$ cat src/rtl/vid_axis_pkg.sv
// Shared types and defaults for the native-video to AXI4-Stream bridge.
// A beat is the unit stored in the elastic buffer: frame/line markers plus one pixel.
package vid_axis_pkg;

  localparam int PIX_W      = 24;
  localparam int FIFO_DEPTH = 16;
  localparam int LVL_W      = $clog2(FIFO_DEPTH) + 1;

  typedef struct packed {
    logic             sof;
    logic             last;
    logic [PIX_W-1:0] data;
  } beat_t;

  localparam int BEAT_W = $bits(beat_t);

endpackage

$ cat src/rtl/sync_fifo_fwft.sv
// Single-clock first-word-fall-through FIFO; the head entry is always visible on rd_data.
// A write into a full FIFO is accepted only when the head is popped in the same cycle.
module sync_fifo_fwft #(
  parameter int WIDTH = 8,
  parameter int DEPTH = 16
) (
  input  logic                   clock,
  input  logic                   rst,
  input  logic                   wr_en,
  input  logic [WIDTH-1:0]       wr_data,
  input  logic                   rd_en,
  output logic [WIDTH-1:0]       rd_data,
  output logic [$clog2(DEPTH):0] count,
  output logic                   full,
  output logic                   empty
);

  localparam int AW = $clog2(DEPTH);

  logic [WIDTH-1:0] mem_q [DEPTH];
  logic [AW-1:0]    wr_ptr_q, wr_ptr_d;
  logic [AW-1:0]    rd_ptr_q, rd_ptr_d;
  logic [AW:0]      count_q, count_d;
  logic             wr_ok, rd_ok;

  assign full    = (count_q == (AW+1)'(DEPTH));
  assign empty   = (count_q == '0);
  assign count   = count_q;
  assign rd_data = mem_q[rd_ptr_q];

  assign rd_ok = rd_en & ~empty;
  assign wr_ok = wr_en & (~full | rd_ok);

  // NOTE: every signal written here gets a default first, so no path leaves it unassigned and no latch is inferred.
  always_comb begin
    wr_ptr_d = wr_ptr_q;
    rd_ptr_d = rd_ptr_q;
    count_d  = count_q;
    if (wr_ok) wr_ptr_d = wr_ptr_q + AW'(1);
    if (rd_ok) rd_ptr_d = rd_ptr_q + AW'(1);
    case ({wr_ok, rd_ok})
      2'b10:   count_d = count_q + (AW+1)'(1);
      2'b01:   count_d = count_q - (AW+1)'(1);
      default: count_d = count_q;
    endcase
  end

  // NOTE: registers take non-blocking assignments so every flop samples the pre-edge value of its sources.
  always_ff @(posedge clock) begin
    if (rst) begin
      wr_ptr_q <= '0;
      rd_ptr_q <= '0;
      count_q  <= '0;
    end else begin
      wr_ptr_q <= wr_ptr_d;
      rd_ptr_q <= rd_ptr_d;
      count_q  <= count_d;
    end
  end

  // NOTE: the storage array is deliberately not reset; empty/count gate its contents and a reset would cost a flop per bit.
  always_ff @(posedge clock) begin
    if (wr_ok) mem_q[wr_ptr_q] <= wr_data;
  end

endmodule

$ cat src/rtl/vid_native_to_axis.sv
// Converts native vsync/de video into AXI4-Stream beats with SOF on tuser and EOL on tlast.
// A one-pixel hold register provides the lookahead that tells us a pixel ends its line.
module vid_native_to_axis
  import vid_axis_pkg::*;
#(
  parameter int DSIZE = PIX_W,
  parameter int DEPTH = FIFO_DEPTH,
  parameter int CSIZE = 16
) (
  input  logic                   clock,
  input  logic                   rst,
  input  logic                   enable,
  input  logic [15:0]            hactive,
  input  logic [15:0]            vactive,
  input  logic                   in_vsync,
  input  logic                   in_hsync,
  input  logic                   in_de,
  input  logic [DSIZE-1:0]       in_data,
  output logic [DSIZE-1:0]       m_tdata,
  output logic                   m_tvalid,
  input  logic                   m_tready,
  output logic                   m_tuser,
  output logic                   m_tlast,
  output logic [$clog2(DEPTH):0] fifo_level,
  output logic                   overflow,
  output logic                   line_err,
  output logic                   frame_err
);

  localparam int BW = DSIZE + 2;
  localparam int CW = (CSIZE > 16) ? CSIZE : 16;
  localparam logic [CSIZE-1:0] CNT_MAX = '1;

  logic             vs_d_q;
  logic             sof_pend_q, sof_pend_d;
  logic             hold_full_q, hold_full_d;
  logic             hold_sof_q, hold_sof_d;
  logic [DSIZE-1:0] hold_data_q, hold_data_d;
  logic [CSIZE-1:0] pix_cnt_q, pix_cnt_d;
  logic [CSIZE-1:0] line_cnt_q, line_cnt_d;
  logic [CSIZE-1:0] pix_base, line_cnt_inc;
  logic             seen_vs_q, seen_vs_d;
  logic             overflow_q, overflow_d;
  logic             line_err_q, line_err_d;
  logic             frame_err_q, frame_err_d;

  logic             de_eff, vs_rise;
  logic             emit, emit_last, pop;
  logic [BW-1:0]    push_beat, head_beat;
  logic             fifo_full, fifo_empty;

  // Horizontal sync carries no framing information here.
  logic hsync_unused;
  assign hsync_unused = in_hsync;

  assign de_eff  = enable & in_de;
  assign vs_rise = in_vsync & ~vs_d_q;

  // A held pixel always leaves the hold register: replaced by a new pixel or flushed as EOL.
  assign emit      = hold_full_q;
  assign emit_last = hold_full_q & (~de_eff | vs_rise);
  assign push_beat = {hold_sof_q, emit_last, hold_data_q};

  assign pop = ~fifo_empty & m_tready;

  always_comb begin
    hold_full_d  = de_eff;
    hold_sof_d   = hold_sof_q;
    hold_data_d  = hold_data_q;
    sof_pend_d   = sof_pend_q | vs_rise;
    if (de_eff) begin
      hold_data_d = in_data;
      hold_sof_d  = sof_pend_q | vs_rise;
      sof_pend_d  = 1'b0;
    end

    pix_base  = emit_last ? '0 : pix_cnt_q;
    pix_cnt_d = pix_base;
    if (de_eff && pix_base != CNT_MAX) pix_cnt_d = pix_base + CSIZE'(1);

    line_err_d = emit_last & (CW'(pix_cnt_q) != CW'(hactive));

    line_cnt_inc = line_cnt_q;
    if (emit_last && line_cnt_q != CNT_MAX) line_cnt_inc = line_cnt_q + CSIZE'(1);

    // The flushed line of a malformed frame still belongs to the frame being closed.
    line_cnt_d  = line_cnt_inc;
    seen_vs_d   = seen_vs_q;
    frame_err_d = 1'b0;
    if (vs_rise) begin
      frame_err_d = seen_vs_q & (line_cnt_inc != '0) & (CW'(line_cnt_inc) != CW'(vactive));
      line_cnt_d  = '0;
      seen_vs_d   = 1'b1;
    end

    overflow_d = overflow_q | (emit & fifo_full & ~pop);
  end

  always_ff @(posedge clock) begin
    if (rst) begin
      vs_d_q      <= 1'b0;
      sof_pend_q  <= 1'b0;
      hold_full_q <= 1'b0;
      hold_sof_q  <= 1'b0;
      hold_data_q <= '0;
      pix_cnt_q   <= '0;
      line_cnt_q  <= '0;
      seen_vs_q   <= 1'b0;
      overflow_q  <= 1'b0;
      line_err_q  <= 1'b0;
      frame_err_q <= 1'b0;
    end else begin
      vs_d_q      <= in_vsync;
      sof_pend_q  <= sof_pend_d;
      hold_full_q <= hold_full_d;
      hold_sof_q  <= hold_sof_d;
      hold_data_q <= hold_data_d;
      pix_cnt_q   <= pix_cnt_d;
      line_cnt_q  <= line_cnt_d;
      seen_vs_q   <= seen_vs_d;
      overflow_q  <= overflow_d;
      line_err_q  <= line_err_d;
      frame_err_q <= frame_err_d;
    end
  end

  sync_fifo_fwft #(
    .WIDTH (BW),
    .DEPTH (DEPTH)
  ) u_fifo (
    .clock   (clock),
    .rst     (rst),
    .wr_en   (emit),
    .wr_data (push_beat),
    .rd_en   (pop),
    .rd_data (head_beat),
    .count   (fifo_level),
    .full    (fifo_full),
    .empty   (fifo_empty)
  );

  // Stale storage contents never reach the port while the buffer is empty.
  assign m_tvalid = ~fifo_empty;
  assign {m_tuser, m_tlast, m_tdata} = fifo_empty ? BW'(0) : head_beat;

  assign overflow  = overflow_q;
  assign line_err  = line_err_q;
  assign frame_err = frame_err_q;

endmodule

$ cat config.mk
export PLATFORM = sky130hd
export DESIGN_NAME = vid_native_to_axis
export DESIGN_NICKNAME = d
export VERILOG_FILES = /design/src/rtl/vid_axis_pkg.sv /design/src/rtl/sync_fifo_fwft.sv /design/src/rtl/vid_native_to_axis.sv
export SDC_FILE = /design/constraint.sdc
export NUM_CORES = 1
export LEC_CHECK = 0
export ABC_AREA = 1
export CORE_MARGIN = 2
export CORE_UTILIZATION = 60
export CTS_CLUSTER_DIAMETER = 30
export CTS_CLUSTER_SIZE = 28
export DETAILED_ROUTE_END_ITERATION = 8
export PLACE_DENSITY = 0.88
export SETUP_SLACK_MARGIN = 0.05
export SYNTH_ARGS = -nofsm -noshare
export SYNTH_HDL_FRONTEND = slang
export SYNTH_SLANG_ARGS = --single-unit
$ cat constraint.sdc
create_clock -name clock -period 3.85 [get_ports clock]
set_clock_uncertainty 0.1 [all_clocks]
set_input_delay 0.77 -clock clock [delete_from_list [all_inputs] [get_ports clock]]
set_output_delay 0.77 -clock clock [all_outputs]
set_load 0.05 [all_outputs]
==> impl_metrics.json, run 1 <==
{
  "failed_checks": "negative setup slack",
  "clk_latency_ns": 0.61,
  "synth_area_leaders": "edfxtp_1, dfxtp_1, nor2_1",
  "fin_area_um2": 25560,
  "rrSetupSlack_ns": 0.96,
  "worst_path_max_delay_cell": "dfxtp_2",
  "ys_ff_latch": 497,
  "h-tree-depth": 3,
  "power_uw": 18200,
  "area_delta_synth_final_pct": 23.35,
  "netlist_area_um2": 20720,
  "relSlewSlack_pct": 45.10,
  "slew_viol_final": 0,
  "seq_area_frac_synth_pct": 68.12,
  "synth_top_family_by_area": "simple AND/OR/NAND/NOR gates",
  "final_cell_count_no_fill": 2500,
  "dp_slack_ns": 0.3527,
  "status": "finished with violations",
  "critPathKind": "flip-flop to output port",
  "io_pins": 98,
  "drv.max_cap_violation_count": 0,
  "min-delay-start": "seen_vs_q$_SDFFE_PP0P_",
  "cts_tree": "yes",
  "dieArea_um2": 36030,
  "clock_path_buffers": 3,
  "syn-num-nets": 1916,
  "synthXorXnorAreaFrac_pct": 1.099,
  "cp_slowest_stage_delay_ns": 0.47,
  "clockRootBuffer": "clkbuf_16",
  "muxShareOfSynthArea_pct": 0,
  "antenna_found_initial": 0,
  "synth_cells": 1842,
  "drive_gt1_share_pct": 13.55,
  "dr_total_vias": 16180,
  "cts_hold_buf": 0,
  "postRouteAntennaNets": 0,
  "grt_pass1_vias": 16190,
  "setup_violations": 1,
  "finalCriticalPeriod_ns": 3.988,
  "wl_per_cell_um": 23.73,
  "dpl.hpwl_um": 31930,
  "fp.dieW_um": 189.8,
  "via_per_inst": 6.470,
  "dpl.cell_count": 2350,
  "final_common_cell": "edfxtp_1",
  "critPathMaxFanout": 25,
  "clkSlewWorstSetupHoldPaths_ns": 0.05,
  "dieHeight_um": 189.8,
  "wirelength_um": 59320,
  "first_iter_violations": 2456,
  "ir_worst_vdd_v": 0.0007617,
  "fin_crit_sh_pct": 103.6,
  "row_count": 68,
  "powerDensity_nw_per_um2": 712.1,
  "syn_area_per_cell_um2": 11.25,
  "cpMostUsedCell": "buf_12",
  "synth_warnings": 0,
  "mostFrequentLayoutCells": "edfxtp_1, nor2_1, o21ai_0, nand2_1, nand3_1",
  "critPathLaunchType": "flip-flop",
  "grt_pass1_wl_um": 89190,
  "cts_buffers": 82,
  "synth_top_area_share_pct": 60.29,
  "cts_sinks": 497,
  "rr_endpoint": "u_fifo.mem_q[11][18]$_DFFE_PP_",
  "p_leak_uw": 0.008968,
  "grt.overflow.total": 0,
  "fin_ws_ns": -0.1384,
  "whs_ns": 0.3710,
  "arrival_ns": 3.12,
  "grt_max_degree": 105,
  "r2r_start": "u_fifo.count[0]$_SDFFE_PP0P_",
  "track_usage_pct": 32.87,
  "start_util_pct": 60.43,
  "worst-slew-pin-transition_ns": 0.8235,
  "required_ns": 2.98,
  "place_congestion": 0.8894,
  "placed_cell_area_um2": 22760,
  "synth_simple_gate_area_share_pct": 14.90,
  "min_path_type": "flip-flop to flip-flop",
  "worstHoldEndpoint": "seen_vs_q$_SDFFE_PP0P_",
  "hold_depth": 2,
  "fin_nets": 2053,
  "reg2regPathDepth": 7,
  "io_buffers": 96,
  "synth_fa_ha_area_share_pct": 0.7005,
  "crit_chain": "inv_4 -> buf_12 -> o21ai_0 -> o221ai_1 -> nand3_1 -> a21oi_1 -> buf_12",
  "yosysUniqueCellTypes": 41,
  "finalHoldViolations": 0,
  "num_antenna_cells": 0,
  "core_area_um2": 34290,
  "yosysTopAreaCell": "edfxtp_1",
  "drtPass1Iterations": 7,
  "max_freq_ghz": 0.2507,
  "drc": 0,
  "end_kind": "output port",
  "synth_compound_area_share_pct": 11.88
}
## cell type report
type / instances / area [um^2]
Tap cell: 455 / 569.3
Sequential cell: 497 / 14120
Multi-Input combinational cell: 1171 / 6017
Clock inverter: 57 / 665.6
Inverter: 75 / 297.8
Timing Repair Buffer: 152 / 1774
Fill cell: 1962 / 8731
Clock buffer: 93 / 2113
## power by group
group	switching [uW]	internal [uW]	total (uW)	leakage [uW]
Sequential	155	5910	6060	0.00449
Clock	2730	4560	7290	0.00133
Combinational	3110	1740	4850	0.00315
## through the flow
stage | setup TNS [ns] | utilization (%)
floorplan | 0 | -
global placement | 0 | 66.38
detailed placement | 0 | 66.38
CTS | 0 | 74.50
global route | -0.1834 | 74.54
finish | -0.1384 | 74.54
## synth_stat cells, drive strengths merged
master / instances
xnor2: 18
edfxtp: 416
nand2: 233
or2: 4
a211oi: 1
and2b: 1
buf: 10
clkinv: 1
o22ai: 26
a21oi: 72
nand3b: 9
inv: 74
o211ai: 2
nand4: 12
ha: 10
xor2: 8
clkbuf: 89
o221ai: 78
dfxtp: 81
nand3: 114
nor4: 2
fa: 1
o21ai: 238
nor2: 334
a31oi: 1
o2111ai: 2
nor3: 5
## sequential cells by signal, summed over array words and instances (netlist names), 4 cells and up, named ones only
| register | count |
|---|---|
| u_fifo.wr_ptr_q | 4 |
| pix_cnt_q | 16 |
| u_fifo.mem_q | 416 |
| u_fifo.rd_ptr_q | 4 |
| hold_data_q | 24 |
| u_fifo.count | 5 |
| line_cnt_q | 16 |
## how the worst max path moves through the flow
stage                                               end  cells past startpoint  slack, ns                          from
after CTS                                    m_tdata[0]                      9       0.04                     flip-flop
final                                        m_tdata[2]                      7      -0.14                     flip-flop
after global placement          pix_cnt_q[1]$_SDFF_PP0_                     18       0.40                      in_vsync
after detailed placement        pix_cnt_q[1]$_SDFF_PP0_                     18       0.35                      in_vsync
after floorplan           u_fifo.mem_q[11][0]$_DFFE_PP_                      6       0.70  u_fifo.count[0]$_SDFFE_PP0P_
after global routing                         m_tdata[2]                      7      -0.18                     flip-flop
## layer usage
metal | wire length, um | GRT usage [%]
met5 | 0 | 0.4121
met4 | 2793 | 16.58
met3 | 7323 | 7.619
met2 | 28740 | 54.34
met1 | 20450 | 40.84
## timing repair
item / CTS / global route
setup endpoints to repair: 4 / 9
pin swaps: 0 / 0
buffers inserted: 0 / 0
resized for setup: 2 / 5
gates cloned: 0 / 0
## critical path, delay by kind of cell (launching register included)
kind	cells	cell delay, ns
buf+inv	3	0.71
compound gates	3	1.12
simple gates	1	0.18
flops	1	0.47
## kinds of logic after synthesis
logic type,count (synthesis)
AOI/OAI and AO/OA,420
xor gates and xnor gates,26
adders and majority gates,11
buffers and inverters,174
DFF,497
and+or+nand+nor,714
Power figures use the tool's default switching activity.
==> run 2: changes to the inputs <==
Settings changed: SETUP_SLACK_MARGIN 0.05 to 0.3.
==> impl_metrics.json, run 2 (synthesis results as in run 1) <==
{
  "setup_violations": 0,
  "relSlewSlack_pct": 47.15,
  "place_congestion": 0.8894,
  "powerDensity_nw_per_um2": 718.2,
  "dr_total_vias": 16420,
  "critPathLaunchType": "flip-flop",
  "fin_crit_sh_pct": 97.16,
  "drc": 0,
  "track_usage_pct": 33.30,
  "num_antenna_cells": 0,
  "cts_buffers": 82,
  "first_iter_violations": 2605,
  "start_util_pct": 60.43,
  "required_ns": 2.98,
  "clk_latency_ns": 0.61,
  "finalHoldViolations": 0,
  "dr_wl_met2_um": 29930,
  "final_common_cell": "edfxtp_1",
  "crit_chain": "buf_4 -> buf_16 -> o21ai_0 -> o221ai_1 -> nand3_1 -> a21oi_1 -> buf_12",
  "status": "finished, final reports clean",
  "io_pins": 98,
  "cts_sinks": 497,
  "clock_path_buffers": 3,
  "final.setup.tns_ns": 0,
  "drtPass1Iterations": 6,
  "core_area_um2": 34290,
  "grt_max_degree": 105,
  "largest-register": "u_fifo.mem_q",
  "reg.largest.list": "u_fifo.mem_q: 416 flops, hold_data_q: 24 flops",
  "slew_viol_final": 0,
  "worst-slew-pin-transition_ns": 0.7927,
  "wirelength_um": 61330,
  "cts_hold_buf": 0,
  "antenna_found_initial": 0,
  "grt.overflow.total": 0,
  "dieArea_um2": 36030,
  "cts_tree": "yes",
  "max_freq_ghz": 0.2673,
  "rsz0062_at_grt": "yes",
  "wl_per_cell_um": 24.47,
  "area_delta_synth_final_pct": 24.26,
  "min_path_type": "flip-flop to flip-flop",
  "worst_path_max_delay_cell": "dfxtp_4",
  "drive_gt1_share_pct": 14.09,
  "wl_met3_um": 7711,
  "fin_nets": 2059,
  "wl_met1_um": 20880,
  "grt_pass1_wl_um": 90270,
  "largest_reg_flops": 416,
  "p_leak_uw": 0.009050,
  "clkSlewWorstSetupHoldPaths_ns": 0.05,
  "end_kind": "output port",
  "dieHeight_um": 189.8,
  "fp.dieW_um": 189.8,
  "placed_cell_area_um2": 22760,
  "ir_worst_vdd_v": 0.0007654,
  "row_count": 68,
  "via_per_inst": 6.551,
  "dpl.hpwl_um": 31930,
  "postRouteAntennaNets": 0,
  "fin_area_um2": 25740,
  "cp_slowest_stage_delay_ns": 0.49,
  "grt_pass1_vias": 16330,
  "drv.max_cap_violation_count": 0,
  "arrival_ns": 2.87,
  "critPathKind": "flip-flop to output port",
  "critPathMaxFanout": 52,
  "clockRootBuffer": "clkbuf_16",
  "io_buffers": 96,
  "finalCriticalPeriod_ns": 3.741,
  "mostFrequentLayoutCells": "edfxtp_1, nor2_1, o21ai_0, nand2_1, nand3_1",
  "fin_util_pct": 75.08,
  "h-tree-depth": 3,
  "highest_layer": "met4"
}
## run 2: layout make-up
class / instances / area [um^2]
clock inverter: 57 / 665.6
tap: 455 / 569.3
multi-input combinational: 1171 / 6040
clock buffer: 93 / 2113
fill: 1924 / 8543
sequential: 497 / 14120
timing repair buffer: 158 / 1911
inverter: 75 / 324.1
## run 2: what timing repair did
action | in CTS | in global routing
setup endpoints to repair | 26 | 12
hold endpoints to repair | 0 | 0
resized for setup | 11 | 14
buffers inserted | 0 | 3
cloned | 1 | 2
## run 2: per-layer routing
layer	track usage (%)	vias to the layer above
li1	-	6951
met1	40.98	7761
met2	54.87	1452
met3	8.338	252
met4	17.11	0
met5	0.4121	-
## run 2: worst paths after layout
path / start / end / slack [ns] / depth (start not counted)
worst max-delay path: flip-flop / m_tdata[23] / 0.11 / 7
worst min-delay path: seen_vs_q$_SDFFE_PP0P_ / seen_vs_q$_SDFFE_PP0P_ / 0.37 / 2
worst max register to register: u_fifo.count[0]$_SDFFE_PP0P_ / u_fifo.mem_q[11][6]$_DFFE_PP_ / 0.92 / 7
worst min register to register: seen_vs_q$_SDFFE_PP0P_ / seen_vs_q$_SDFFE_PP0P_ / 0.37 / 2
## run 2: metrics by stage
| stage | cells | power (uW) | setup WS, ns | hold slack, ns |
|---|---|---|---|---|
| floorplan | 1842 | 8753 | 0.6957 | 0.3362 |
| global placement | 2350 | 10640 | 0.4033 | 0.3452 |
| detailed placement | 2350 | 10780 | 0.3527 | 0.3605 |
| CTS | 2501 | 18200 | 0.3010 | 0.3682 |
| global route | 2506 | 18950 | 0.1578 | 0.3953 |
| finish | 2506 | 18490 | 0.1093 | 0.3707 |
## run 2: worst max-delay path, delay by kind of cell, from the launching register on
family,cells,cell delay [ns]
simple gates,1,0.20
compound gates,3,0.94
buf+inv,3,0.62
flops,1,0.49
## run 2: power breakdown
part | leakage (uW) | switching [uW] | internal [uW]
Sequential | 0.00449 | 161 | 5910
Clock | 0.00133 | 2780 | 4570
Combinational | 0.00323 | 3230 | 1850
Total | 0.00905 | 6170 | 12300
